### src/rtl/datapath_controller.sv
// datapath_controller: Moore FSM sequencing the CPU datapath for one decoded instruction at a time.
// Ports: clk, reset (async active-low), s (start), opcode[2:0], op[1:0] in;
//        nsel[2:0], vsel[3:0], loada, loadb, loadc, loads, asel, bsel, write, w, err out;
//        retired[15:0] out only when CTRL_RETIRE_CNT_EN is defined (retired-instruction counter).
module datapath_controller (
    input  logic        clk,
    input  logic        reset,
    input  logic        s,
    input  logic [2:0]  opcode,
    input  logic [1:0]  op,
    output logic [2:0]  nsel,
    output logic [3:0]  vsel,
    output logic        loada,
    output logic        loadb,
    output logic        loadc,
    output logic        loads,
    output logic        asel,
    output logic        bsel,
    output logic        write,
    output logic        w,
    output logic        err
`ifdef CTRL_RETIRE_CNT_EN
    ,
    output logic [15:0] retired
`endif
);
    typedef enum logic [2:0] {WAIT, GET_A, GET_B, EXEC, CMP, WR_REG, WR_IMM, ILL} state_t;
    state_t     state, state_next;
    logic [4:0] cls;
    always_ff @(posedge clk or negedge reset) begin
        if (!reset) begin
            state <= WAIT;
            cls   <= '0;
        end else begin
            state <= state_next;
            if (state == WAIT && s) cls <= {opcode, op};
        end
    end
    // The first step is chosen from the live inputs at the latch edge; later steps use the latched class.
    always_comb begin
        state_next = WAIT;
        case (state)
            WAIT: begin
                if (!s) state_next = WAIT;
                else case ({opcode, op})
                    5'b110_10:                      state_next = WR_IMM;
                    5'b110_00, 5'b101_11:           state_next = GET_B;
                    5'b101_00, 5'b101_10, 5'b101_01: state_next = GET_A;
                    default:                        state_next = ILL;
                endcase
            end
            GET_A:   state_next = GET_B;
            GET_B:   state_next = (cls == 5'b101_01) ? CMP : EXEC;
            EXEC:    state_next = WR_REG;
            default: state_next = WAIT;
        endcase
    end
    always_comb begin
        nsel  = (state == GET_A || state == WR_IMM) ? 3'b100 :
                (state == GET_B) ? 3'b001 :
                (state == WR_REG) ? 3'b010 : 3'b000;
        vsel  = (state == WR_REG) ? 4'b0001 : (state == WR_IMM) ? 4'b0100 : 4'b0000;
        loada = state == GET_A;
        loadb = state == GET_B;
        loadc = state == EXEC;
        loads = state == CMP;
        // MOV-register and MVN pass only the shifted B operand, so A is forced to zero.
        asel  = state == EXEC && (cls == 5'b110_00 || cls == 5'b101_11);
        bsel  = 1'b0;
        write = state == WR_REG || state == WR_IMM;
        w     = state == WAIT;
        err   = state == ILL;
    end
`ifdef CTRL_RETIRE_CNT_EN
    // These states always exit at the next edge, so counting while in them counts exits.
    always_ff @(posedge clk or negedge reset) begin
        if (!reset) retired <= '0;
        else if (state == WR_REG || state == WR_IMM || state == CMP) retired <= retired + 16'd1;
    end
`endif
endmodule

### config.mk
export PLATFORM = sky130hd
export DESIGN_NAME = datapath_controller
export DESIGN_NICKNAME = d
export VERILOG_FILES = /design/src/rtl/datapath_controller.sv
export SDC_FILE = /design/constraint.sdc
export NUM_CORES = 1
export LEC_CHECK = 0
export ABC_AREA = 1
export CORE_MARGIN = 2
export CORE_UTILIZATION = 35
export DETAILED_ROUTE_END_ITERATION = 12
export GPL_TIMING_DRIVEN = 1
export HOLD_SLACK_MARGIN = 0.02
export PLACE_DENSITY = 0.75
export SYNTH_ARGS = -nofsm -noshare
export SYNTH_HDL_FRONTEND = slang
export SYNTH_SLANG_ARGS = --single-unit
export TNS_END_PERCENT = 20
### constraint.sdc
create_clock -name clk -period 1.43 [get_ports clk]
set_clock_uncertainty 0.2 [all_clocks]
set_input_delay 0.143 -clock clk [delete_from_list [all_inputs] [get_ports clk]]
set_output_delay 0.143 -clock clk [all_outputs]
set_load 0.05 [all_outputs]
After elaboration in Yosys (flattened, before gate mapping)
Cells that the tools add are included.
{"block": "word_totals", "wordCells": 35, "ff_bits": 8, "output_inout_bits": 16, "input_bits": 8}
{"block": "classes", "n_eq_ne": 16, "n_mux": 9, "n_reduce_logical": 8}
{"cell": "$eq A5 B5 Y1 const B", "n": 9}
{"cell": "$mux W3", "n": 5}
{"cell": "$eq A3 B3 Y1 const B", "n": 4}
{"cell": "$pmux W3 S4", "n": 1}
{"cell": "$pmux W3 S3", "n": 1}
{"cell": "$eq A3 B2 Y1 const B", "n": 2}
{"cell": "$mux W2", "n": 2}
{"cell": "$eq A3 B1 Y1 const B", "n": 1}
{"cell": "$logic_not A3 Y1", "n": 1}
{"cell": "$logic_or A1 B1 Y1", "n": 3}
{"cell": "$reduce_or A3 Y1", "n": 1}
{"cell": "$logic_and A1 B1 Y1", "n": 2}
{"cell": "$reduce_or A2 Y1", "n": 1}

Longest topological paths before layout
Gate-level depths: netlist of run 1.
{"block": "logic_depth", "depth_word": 5, "mapped_depth": 6, "depth_no_buf": 6}

Least setup slack after synthesis of run 1
OpenSTA, ideal clock, no wires.
{"block": "synth_timing", "path_kind": "register -> output", "from": "reg state[0]", "to": "out nsel[2]", "n_path_buf": 0, "required_ns": 1.087, "path_stages_with_launch": 4, "setup_slack_ns": -0.570, "arrival_ns": 1.657, "path_cell_list": "dfrtp_1 -> inv_1 -> nand2_2 -> o21ai_0"}
{"block": "synth_between", "elab_chain_cells": 3, "word_cells_on_any_way": 4, "cone_classes": "eq/ne: 2; mux: 1; reduce/logical: 1"}
{"element": "start: declaration", "line_no": "28", "source": "state_t state, state_next;"}
{"element": "start signal: assignment", "line_no": "35", "source": "state <= state_next;"}
{"element": "$eq A3 B1 Y1 or $eq A3 B3 Y1 (tied branches)", "line_no": "59", "source": "nsel = (state == GET_A || state == WR_IMM) ? 3'b100 :"}
{"element": "$logic_or A1 B1 Y1 *", "line_no": "59"}
{"element": "$mux W3 *", "line_no": "59"}
{"element": "end: declaration", "line_no": "11", "source": "output logic [2:0] nsel,"}
Mark *: on every way between the ends. The rest lies on a longest branch, timed or not.

Worst setup path in the final report of run 1
{"block": "layout_timing", "from": "reg state[2]", "to": "out nsel[2]"}
Same word-level chain as after synthesis.

==> impl_metrics.json, run 1 <==
{
  "crit_arrival_ns": 1.26,
  "yosysSeqAreaShare": 0.364,
  "port_buffers": 20,
  "reg2reg_slack_ns": 0.02,
  "yosys_warnings": 0,
  "wl_met3_um": 79,
  "syn_inst": 82,
  "io_pins": 24,
  "synth_ff_type": "dfrtp_1",
  "setup_tns_ns": -1.73,
  "fin_nets": 125,
  "via_per_inst": 4.97,
  "finalNonFillerCells": 131,
  "finalHoldViolCount": 0,
  "wl_um": 1790,
  "critPathLaunchType": "flip-flop",
  "placed_area_um2": 928,
  "crit_type": "flip-flop to output port",
  "maxCapViolations": 0,
  "grt_setup_unrepaired": "yes",
  "clk_pin_slew_worst_paths_ns": 0.06,
  "drv_slew": 0,
  "die_h_um": 43.6,
  "final.period_utilization": 1.12,
  "synth_edf_count": 0,
  "synth-seq-cells": 8,
  "reg2reg_to": "state[2]",
  "met1Wirelength_um": 629,
  "clk_latency_ns": 0.25,
  "synth_area_per_cell_um2": 6.70,
  "core_area_um2": 1490,
  "detail-route-antenna-nets": 0,
  "async_flop_share": 1.00,
  "dr_wl_met2_um": 1030,
  "grt_max_degree": 10,
  "min-delay-start": "opcode[0]",
  "route.detailed.drc": 0,
  "end_kind": "output port",
  "fill_cells": 94,
  "max_freq_ghz": 0.624,
  "worst_slack_ns": -0.172,
  "yosysMostFrequentCell": "nand2_1",
  "rows": 14,
  "p_leak_nw": 0.519,
  "finalSetupViolations": 13,
  "synth_cell_types": 18,
  "areaGrowthSynthToFinish_pct": 99.5,
  "holdPathEnd": "cls[2]",
  "cp-startpoint": "state[2]",
  "antenna_found_initial": 0,
  "die_w_um": 43.6,
  "synth_area_leaders": "dfrtp_1 (36%), nand2_1 (13%), nand3_1 (9.1%), inv_1 (8.2%), nor2_1 (7.5%)",
  "antenna_cells": 0,
  "dieArea_um2": 1900,
  "fin_util": 0.736,
  "gp_congestion": 0.780,
  "r2r_start": "state[0]",
  "initial_utilization": 0.369,
  "min_path_cells": 3,
  "synth_commonest_cells": "nand2_1 (19), inv_1 (12), nor2_1 (11), nand3_1 (10), dfrtp_1 (8)",
  "vias": 651,
  "synth_area_um2": 549,
  "critPathRequiredTime_ns": 1.09,
  "power_density_nw_per_um2": 2470,
  "rr_worst_depth": 6,
  "place_hpwl_um": 1100,
  "violations": "negative setup slack",
  "cts_tree": "done",
  "grt_overflow": 0,
  "grt_pass1_wl_um": 2470,
  "status": "finished, violations left",
  "hold_class": "input port to flip-flop",
  "dp.cells": 121,
  "final_cell_area_um2": 1100,
  "fin_crit_ns": 1.60,
  "clock_sinks": 8,
  "synth.top_cell.area_share": 0.364,
  "cp_max_fo": 5,
  "final_layout_size_suffix_gt1_frac": 0.461,
  "drtPass1Iterations": 4,
  "numCtsBuffers": 3,
  "drt_iter0_markers": 32,
  "vdd_drop_max_uv": 1090,
  "track_usage": 0.178,
  "dr.max_layer_used": "met4",
  "htree_levels": 1,
  "yosysTopAreaCell": "dfrtp_1",
  "routedWlPerCell_um": 13.6,
  "cts_buffer_depth": 2,
  "cts_root_buffer": "clkbuf_4",
  "first_global_vias": 605
}
==> kinds of logic (layout without fill, tap and decap cells) <==
group,Yosys count,after routing,share of synthesized area
buffers and inverters,17,48,0.146
flip-flops,8,8,0.364
AND/OR/NAND/NOR,47,47,0.394
other,1,3,0.00683
AO/OA/AOI/OAI,9,9,0.0888
==> sequential cells by signal, summed over array words and instances, names as in the netlist <==
signal	count
cls	5
state	3
==> cells in the final DEF, fill, tap and decap left out, types with 2 or more instances in the layout <==
master           netlist  final
buf_4                  3      8
dfrtp_2                0      2
inv_2                  1      4
clkbuf_4               0      3
nand2_4                0      2
o21ai_1                3      3
dfrtp_1                8      6
nor2_2                 3      7
nand2_1               19     17
buf_12                 0     13
buf_6                  0      2
nor2_4                 0      2
inv_1                 12      9
nor2_1                11      5
a21oi_4                0      2
conb_1                 1      3
clkdlybuf4s50_1        0      7
nand3_1               10      9
==> stage by stage <==
| stage | worst slack [ns] | power [mW] | hold WS [ns] |
|---|---|---|---|
| 2_1_floorplan | -0.210 | 1.37 | -0.353 |
| 3_3_place_gp | 0.0418 | 2.08 | 0.222 |
| 3_5_place_dp | -0.000715 | 2.12 | 0.235 |
| 4_1_cts | -0.140 | 2.51 | 0.312 |
| 5_1_grt | -0.242 | 2.82 | 0.352 |
| 6_report | -0.172 | 2.70 | 0.315 |
==> worst max-delay path by stage <==
stage / depth (start not counted) / slack (ns) / endpoint
floorplan: 3 / -0.21 / nsel[2]
global placement: 6 / 0.04 / state[1]
detailed placement: 6 / -0.0007 / state[1]
CTS: 5 / -0.14 / asel
global route: 6 / -0.24 / asel
finish: 4 / -0.17 / nsel[2]
==> routing by layer <==
layer,track usage,vias up
li1,-,318
met1,0.160,299
met2,0.359,30
met3,0.0167,4
met4,0.121,0
met5,0,-
==> layout make-up <==
class | instances | area (um^2) | area share
repair buffers | 31 | 423 | 0.386
multi-input cells | 59 | 370 | 0.338
flip-flops and latches | 8 | 203 | 0.185
inverters | 14 | 57.6 | 0.0525
clock buffers | 3 | 22.5 | 0.0205
well taps | 16 | 20.0 | 0.0183
==> critical path, cell delays in order, from the launching register on <==
cell and delay, ns:
dfrtp_1 0.40, inv_2 0.17, nand3_2 0.18, o21ai_4 0.11, buf_12 0.15
==> timing repair <==
action                     4_1_cts  5_1_grt
hold buffers                     1        0
pin swaps                        2        4
buffers inserted                 2        4
cloned                           0        0
gates resized for setup         21        5
setup endpoints to repair       13       15
hold endpoints to repair         8        0
==> where the power goes <==
part,internal (mW),total (mW),switching [mW]
clock network,0.0962,0.175,0.0790
logic,0.876,2.02,1.15
registers,0.340,0.502,0.162
No activity file was read; power rests on OpenSTA's default activity.
==> run 2: changes to the inputs <==
Settings changed: CORE_MARGIN 2 to unset, SLEW_MARGIN set to 20.
==> run 2 against run 1 <==
The run still ends with negative setup slack left. Largest power group unchanged. Sequential power up 1%. Register-to-register slack better by 0.05 ns. Flip-flop and latch count unchanged. Cell area up 1.8%. Worst setup slack worse by 0.049 ns. Largest cell class unchanged. Cell count unchanged. Hold slack worse by 0.010 ns. First-iteration DRC count up 3.1%. Highest routed layer unchanged. Clock power about the same. Clock-buffer cell count unchanged. Via count up 2.5%.
==> impl_metrics.json, run 2 (synthesis results as in run 1) <==
{
  "status": "finished, violations left",
  "violations": "negative setup slack",
  "route.detailed.drc": 0,
  "antenna_found_initial": 0,
  "hold_class": "input port to flip-flop",
  "cts_buffer_depth": 2,
  "crit_family": "flip-flops",
  "clk_latency_ns": 0.26,
  "drt_iter0_markers": 33,
  "cp_max_fo": 5,
  "grt_max_degree": 10,
  "rows": 13,
  "cts_tree": "done",
  "max_freq_ghz": 0.606,
  "clk_pin_slew_worst_paths_ns": 0.06,
  "grt_overflow": 0,
  "final.period_utilization": 1.15,
  "largest_register_ff_count": 5,
  "fin_nets": 126,
  "end_kind": "output port",
  "via_per_inst": 5.09,
  "slowest_delay_ns": 0.47,
  "io_pins": 24,
  "p_sw_frac": 0.520,
  "top_register": "cls",
  "pwr-share-comb": 0.751,
  "areaGrowthSynthToFinish_pct": 103,
  "path_buf_inv": 2,
  "power_frac_seq": 0.184,
  "power_frac_clock": 0.064,
  "power.switching_mw": 1.44,
  "cts_root_buffer": "clkbuf_4",
  "fin_crit_ns": 1.65,
  "core_area_um2": 1380,
  "worst_slack_ns": -0.221,
  "final_cell_area_um2": 1120,
  "placed_area_um2": 927,
  "vdd_drop_max_uv": 1310,
  "first_global_vias": 573,
  "wl_um": 1810,
  "drtPass1Iterations": 4,
  "path_cells": "buf_4 -> nor3_4 -> buf_12",
  "final_common_cell": "nand2_1",
  "final_layout_size_suffix_gt1_frac": 0.457,
  "cellInternalPower_mw": 1.33,
  "fin_util": 0.807,
  "port_buffers": 20,
  "critPathLaunchType": "flip-flop",
  "crit_type": "flip-flop to output port",
  "most-common-layout-cells": "nand2_1 (17), buf_12 (13), nand3_1 (9), buf_4 (9), inv_1 (8)",
  "dieArea_um2": 1730,
  "antenna_cells": 0,
  "place_hpwl_um": 1070,
  "htree_levels": 1,
  "die_w_um": 41.6,
  "crit_path_top_delay_cell": "dfrtp_2",
  "maxCapViolations": 0,
  "grt_setup_unrepaired": "yes",
  "finalHoldViolCount": 0,
  "grt_pass1_wl_um": 2590,
  "reg_top3": "cls (5), state (3)",
  "drv_slew": 0,
  "critPathRequiredTime_ns": 1.09,
  "crit_arrival_ns": 1.31,
  "initial_utilization": 0.397,
  "vias": 667,
  "numCtsBuffers": 3,
  "clock_sinks": 8,
  "routedWlPerCell_um": 13.8,
  "track_usage": 0.198,
  "p_leak_nw": 0.515,
  "die_h_um": 41.6,
  "gp_congestion": 0.792,
  "power_density_nw_per_um2": 2480,
  "finalSetupViolations": 13,
  "detail-route-antenna-nets": 0,
  "fill_cells": 82
}
## run 2: worst reg2reg max path, cell delays in order, from the launching register on
cell and delay (ns):
dfrtp_2 0.47, nor2_2 0.21, nand3_4 0.16, nor2_1 0.13, nand2_1 0.07, nand2_1 0.07
## run 2: what timing repair did
| action | in CTS | in global routing |
|---|---|---|
| setup endpoints to repair | 13 | 15 |
| resized for setup | 26 | 4 |
| setup buffers | 1 | 6 |
| pin swaps | 1 | 3 |
| hold endpoints to repair | 8 | 0 |
| hold buffers | 1 | 0 |
## run 2: final timing paths
| kind | from | end | slack [ns] | cells past startpoint |
|---|---|---|---|---|
| max | state[1] | loads | -0.22 | 3 |
| max in group asynchronous | reset | state[0] | 0.24 | 2 |
| max reg2reg | state[1] | state[2] | 0.07 | 5 |
| min reg2reg | cls[3] | cls[3] | 0.37 | 2 |
| min in group asynchronous | reset | cls[4] | 0.50 | 2 |
| min | opcode[1] | cls[3] | 0.30 | 3 |
## run 2: area by class of cell
type | instances | area, um^2 | share of cell area
inverters | 14 | 65.1 | 0.0583
multi-input cells | 59 | 377 | 0.337
clock buffers | 3 | 22.5 | 0.0202
well taps | 15 | 18.8 | 0.0168
flip-flops and latches | 8 | 203 | 0.182
repair buffers | 32 | 430 | 0.386
## run 2: power by group through the flow
| stage | Combinational [mW] | Sequential (mW) | Clock, mW |
|---|---|---|---|
| CTS | 1.89 | 0.493 | 0.172 |
| global placement | 1.63 | 0.450 | 0 |
| finish | 2.08 | 0.509 | 0.178 |
| global route | 2.18 | 0.526 | 0.187 |
| detailed placement | 1.66 | 0.459 | 0 |
| floorplan | 0.924 | 0.444 | 0 |
## run 2: per-stage QoR
stage	std cells	hold slack (ns)	setup WS, ns	power [mW]	setup TNS, ns
after floorplan	84	-0.353	-0.210	1.37	-1.52
after global placement	120	0.223	0.0490	2.08	0
after detailed placement	120	0.226	0.0165	2.12	0
after CTS	125	0.310	-0.152	2.55	-1.50
after global routing	131	0.338	-0.266	2.89	-2.58
final	131	0.305	-0.221	2.76	-1.95
## run 2: layer usage
layer | global-route usage | part of all wire | vias to the layer above
li1 | - | - | 324
met1 | 0.246 | 0.43 | 311
met2 | 0.325 | 0.51 | 24
met3 | 0.0348 | 0.022 | 8
met4 | 0.103 | 0.033 | 0
met5 | 0 | 0 | -
==> run 3: changes to the inputs <==
Settings changed: PLACE_DENSITY 0.75 to 0.71.
Clock period 1.43 ns to 1.4 ns, I/O delays scaled along.
==> run 3 against run 2 <==
The run still ends with negative setup slack left. Total power shrank 2.0%. Cell area shrank 2.1%. Clock-buffer cell count is the same. Critical path type unchanged. Cell count shrank 1.5%. Combinational power shrank 2%. Die area is the same. Worst setup slack gained 0.045 ns. Critical path depth grew 1. Flip-flop and latch count is the same. Global-route usage shrank 3.1 points. Wire length shrank 22%.
==> impl_metrics.json, run 3 (synthesis results as in run 1) <==
{
  "power_density_nw_per_um2": 2480,
  "clock_sinks": 8,
  "pwr-share-comb": 0.750,
  "areaGrowthSynthToFinish_pct": 98.9,
  "p_leak_nw": 0.511,
  "violations": "negative setup slack",
  "wl_um": 1410,
  "final_common_cell": "nand2_1",
  "power_frac_seq": 0.186,
  "hold_class": "input port to flip-flop",
  "grt_overflow": 0,
  "reg_top3": "cls (5), state (3)",
  "vdd_drop_max_uv": 1250,
  "worst_slack_ns": -0.176,
  "cts_tree": "done",
  "first_global_vias": 504,
  "routedWlPerCell_um": 10.9,
  "drtPass1Iterations": 4,
  "fin_nets": 124,
  "via_per_inst": 4.72,
  "io_pins": 24,
  "port_buffers": 20,
  "vias": 609,
  "gp_congestion": 0.775,
  "rows": 13,
  "cts_root_buffer": "clkbuf_4",
  "power_frac_clock": 0.065,
  "antenna_cells": 0,
  "power.switching_mw": 1.36,
  "final_layout_size_suffix_gt1_frac": 0.482,
  "p_total_mw": 2.71,
  "cts_buffer_depth": 2,
  "top_register": "cls",
  "place_hpwl_um": 985,
  "track_usage": 0.167,
  "antenna_found_initial": 0,
  "grt_pass1_wl_um": 2260,
  "die_h_um": 41.6,
  "end_kind": "output port",
  "fin_crit_ns": 1.58,
  "finalSetupViolations": 13,
  "drt_iter0_markers": 13,
  "numCtsBuffers": 3,
  "htree_levels": 1,
  "maxCapViolations": 0,
  "core_area_um2": 1380,
  "clk_latency_ns": 0.25,
  "final.period_utilization": 1.13,
  "max_freq_ghz": 0.635,
  "detail-route-antenna-nets": 0,
  "p_sw_frac": 0.500,
  "grt_setup_unrepaired": "yes",
  "cp_max_fo": 6,
  "drv_slew": 0,
  "dieArea_um2": 1730,
  "most-common-layout-cells": "nand2_1 (17), buf_12 (14), nand3_1 (8)",
  "grt_max_degree": 10,
  "critPathLaunchType": "flip-flop",
  "die_w_um": 41.6,
  "preCtsSetupSlack_ns": -0.0278,
  "critPathRequiredTime_ns": 1.06,
  "crit_type": "flip-flop to output port",
  "crit_arrival_ns": 1.24,
  "route.detailed.drc": 0,
  "status": "finished, violations left",
  "clk_pin_slew_worst_paths_ns": 0.05,
  "cellInternalPower_mw": 1.35,
  "largest_register_ff_count": 5,
  "initial_utilization": 0.397,
  "finalHoldViolCount": 0
}
==> run 3: cell types whose count changed in the layout (fill, tap and decap cells not counted), sizes merged <==
cell / change
buf: -2
clkinv: -1
inv: +1
==> run 3: timing repair <==
action,4_1_cts,5_1_grt
endpoints found under the setup margin,13,16
hold endpoints to repair,8,0
setup buffers,2,3
hold buffers,1,0
pin swaps,3,8
gates resized for setup,20,6
==> run 3: critical path: stages, from the launching register on <==
cell and delay (ns):
dfrtp_2 0.46, inv_2 0.09, nand2_4 0.09, a21oi_4 0.18, buf_12 0.15
==> run 3: final cells by class <==
cell class | instances | area [um^2]
Clock buffer | 3 | 22.5
Fill cell | 85 | 290
Inverter | 14 | 57.6
Multi-Input combinational cell | 59 | 365
Sequential cell | 8 | 204
Tap cell | 15 | 18.8
Timing Repair Buffer | 30 | 424
==> run 3: final timing paths <==
| kind | from | end | slack, ns | cells after the start |
|---|---|---|---|---|
| worst max-delay path | state[0] | write | -0.18 | 4 |
| worst min-delay path | opcode[1] | cls[3] | 0.29 | 3 |
| worst max register to register | state[0] | state[1] | 0.06 | 6 |
| worst min register to register | cls[4] | cls[4] | 0.35 | 2 |
| max in group asynchronous | reset | state[1] | 0.24 | 2 |
| min in group asynchronous | reset | cls[2] | 0.50 | 2 |
==> run 3: through the flow <==
step | utilization | area [um^2] | instances | hold WS (ns) | setup TNS, ns
after floorplan | - | 574 | 84 | -0.356 | -1.69
after global placement | 0.682 | 943 | 120 | 0.226 | 0
after CTS | 0.755 | 1040 | 126 | 0.297 | -1.67
final | 0.790 | 1090 | 129 | 0.286 | -1.84
after global routing | 0.790 | 1090 | 129 | 0.310 | -2.53
after detailed placement | 0.682 | 943 | 120 | 0.231 | -0.0445
==> run 3: power groups by stage <==
stage	registers (mW)	clock network, mW	logic [mW]
after floorplan	0.453	0	0.955
after global placement	0.460	0	1.71
after detailed placement	0.464	0	1.72
after CTS	0.494	0.175	1.90
after global routing	0.524	0.192	2.16
final	0.503	0.175	2.03
==> run 3: per-layer routing <==
metal  vias to the layer above  track usage  wire [um]
met5                         -            0          0
met4                         0       0.0968         46
met3                         7       0.0130         60
met2                        20        0.266        698
met1                       264        0.223        606
li1                        318            -          -
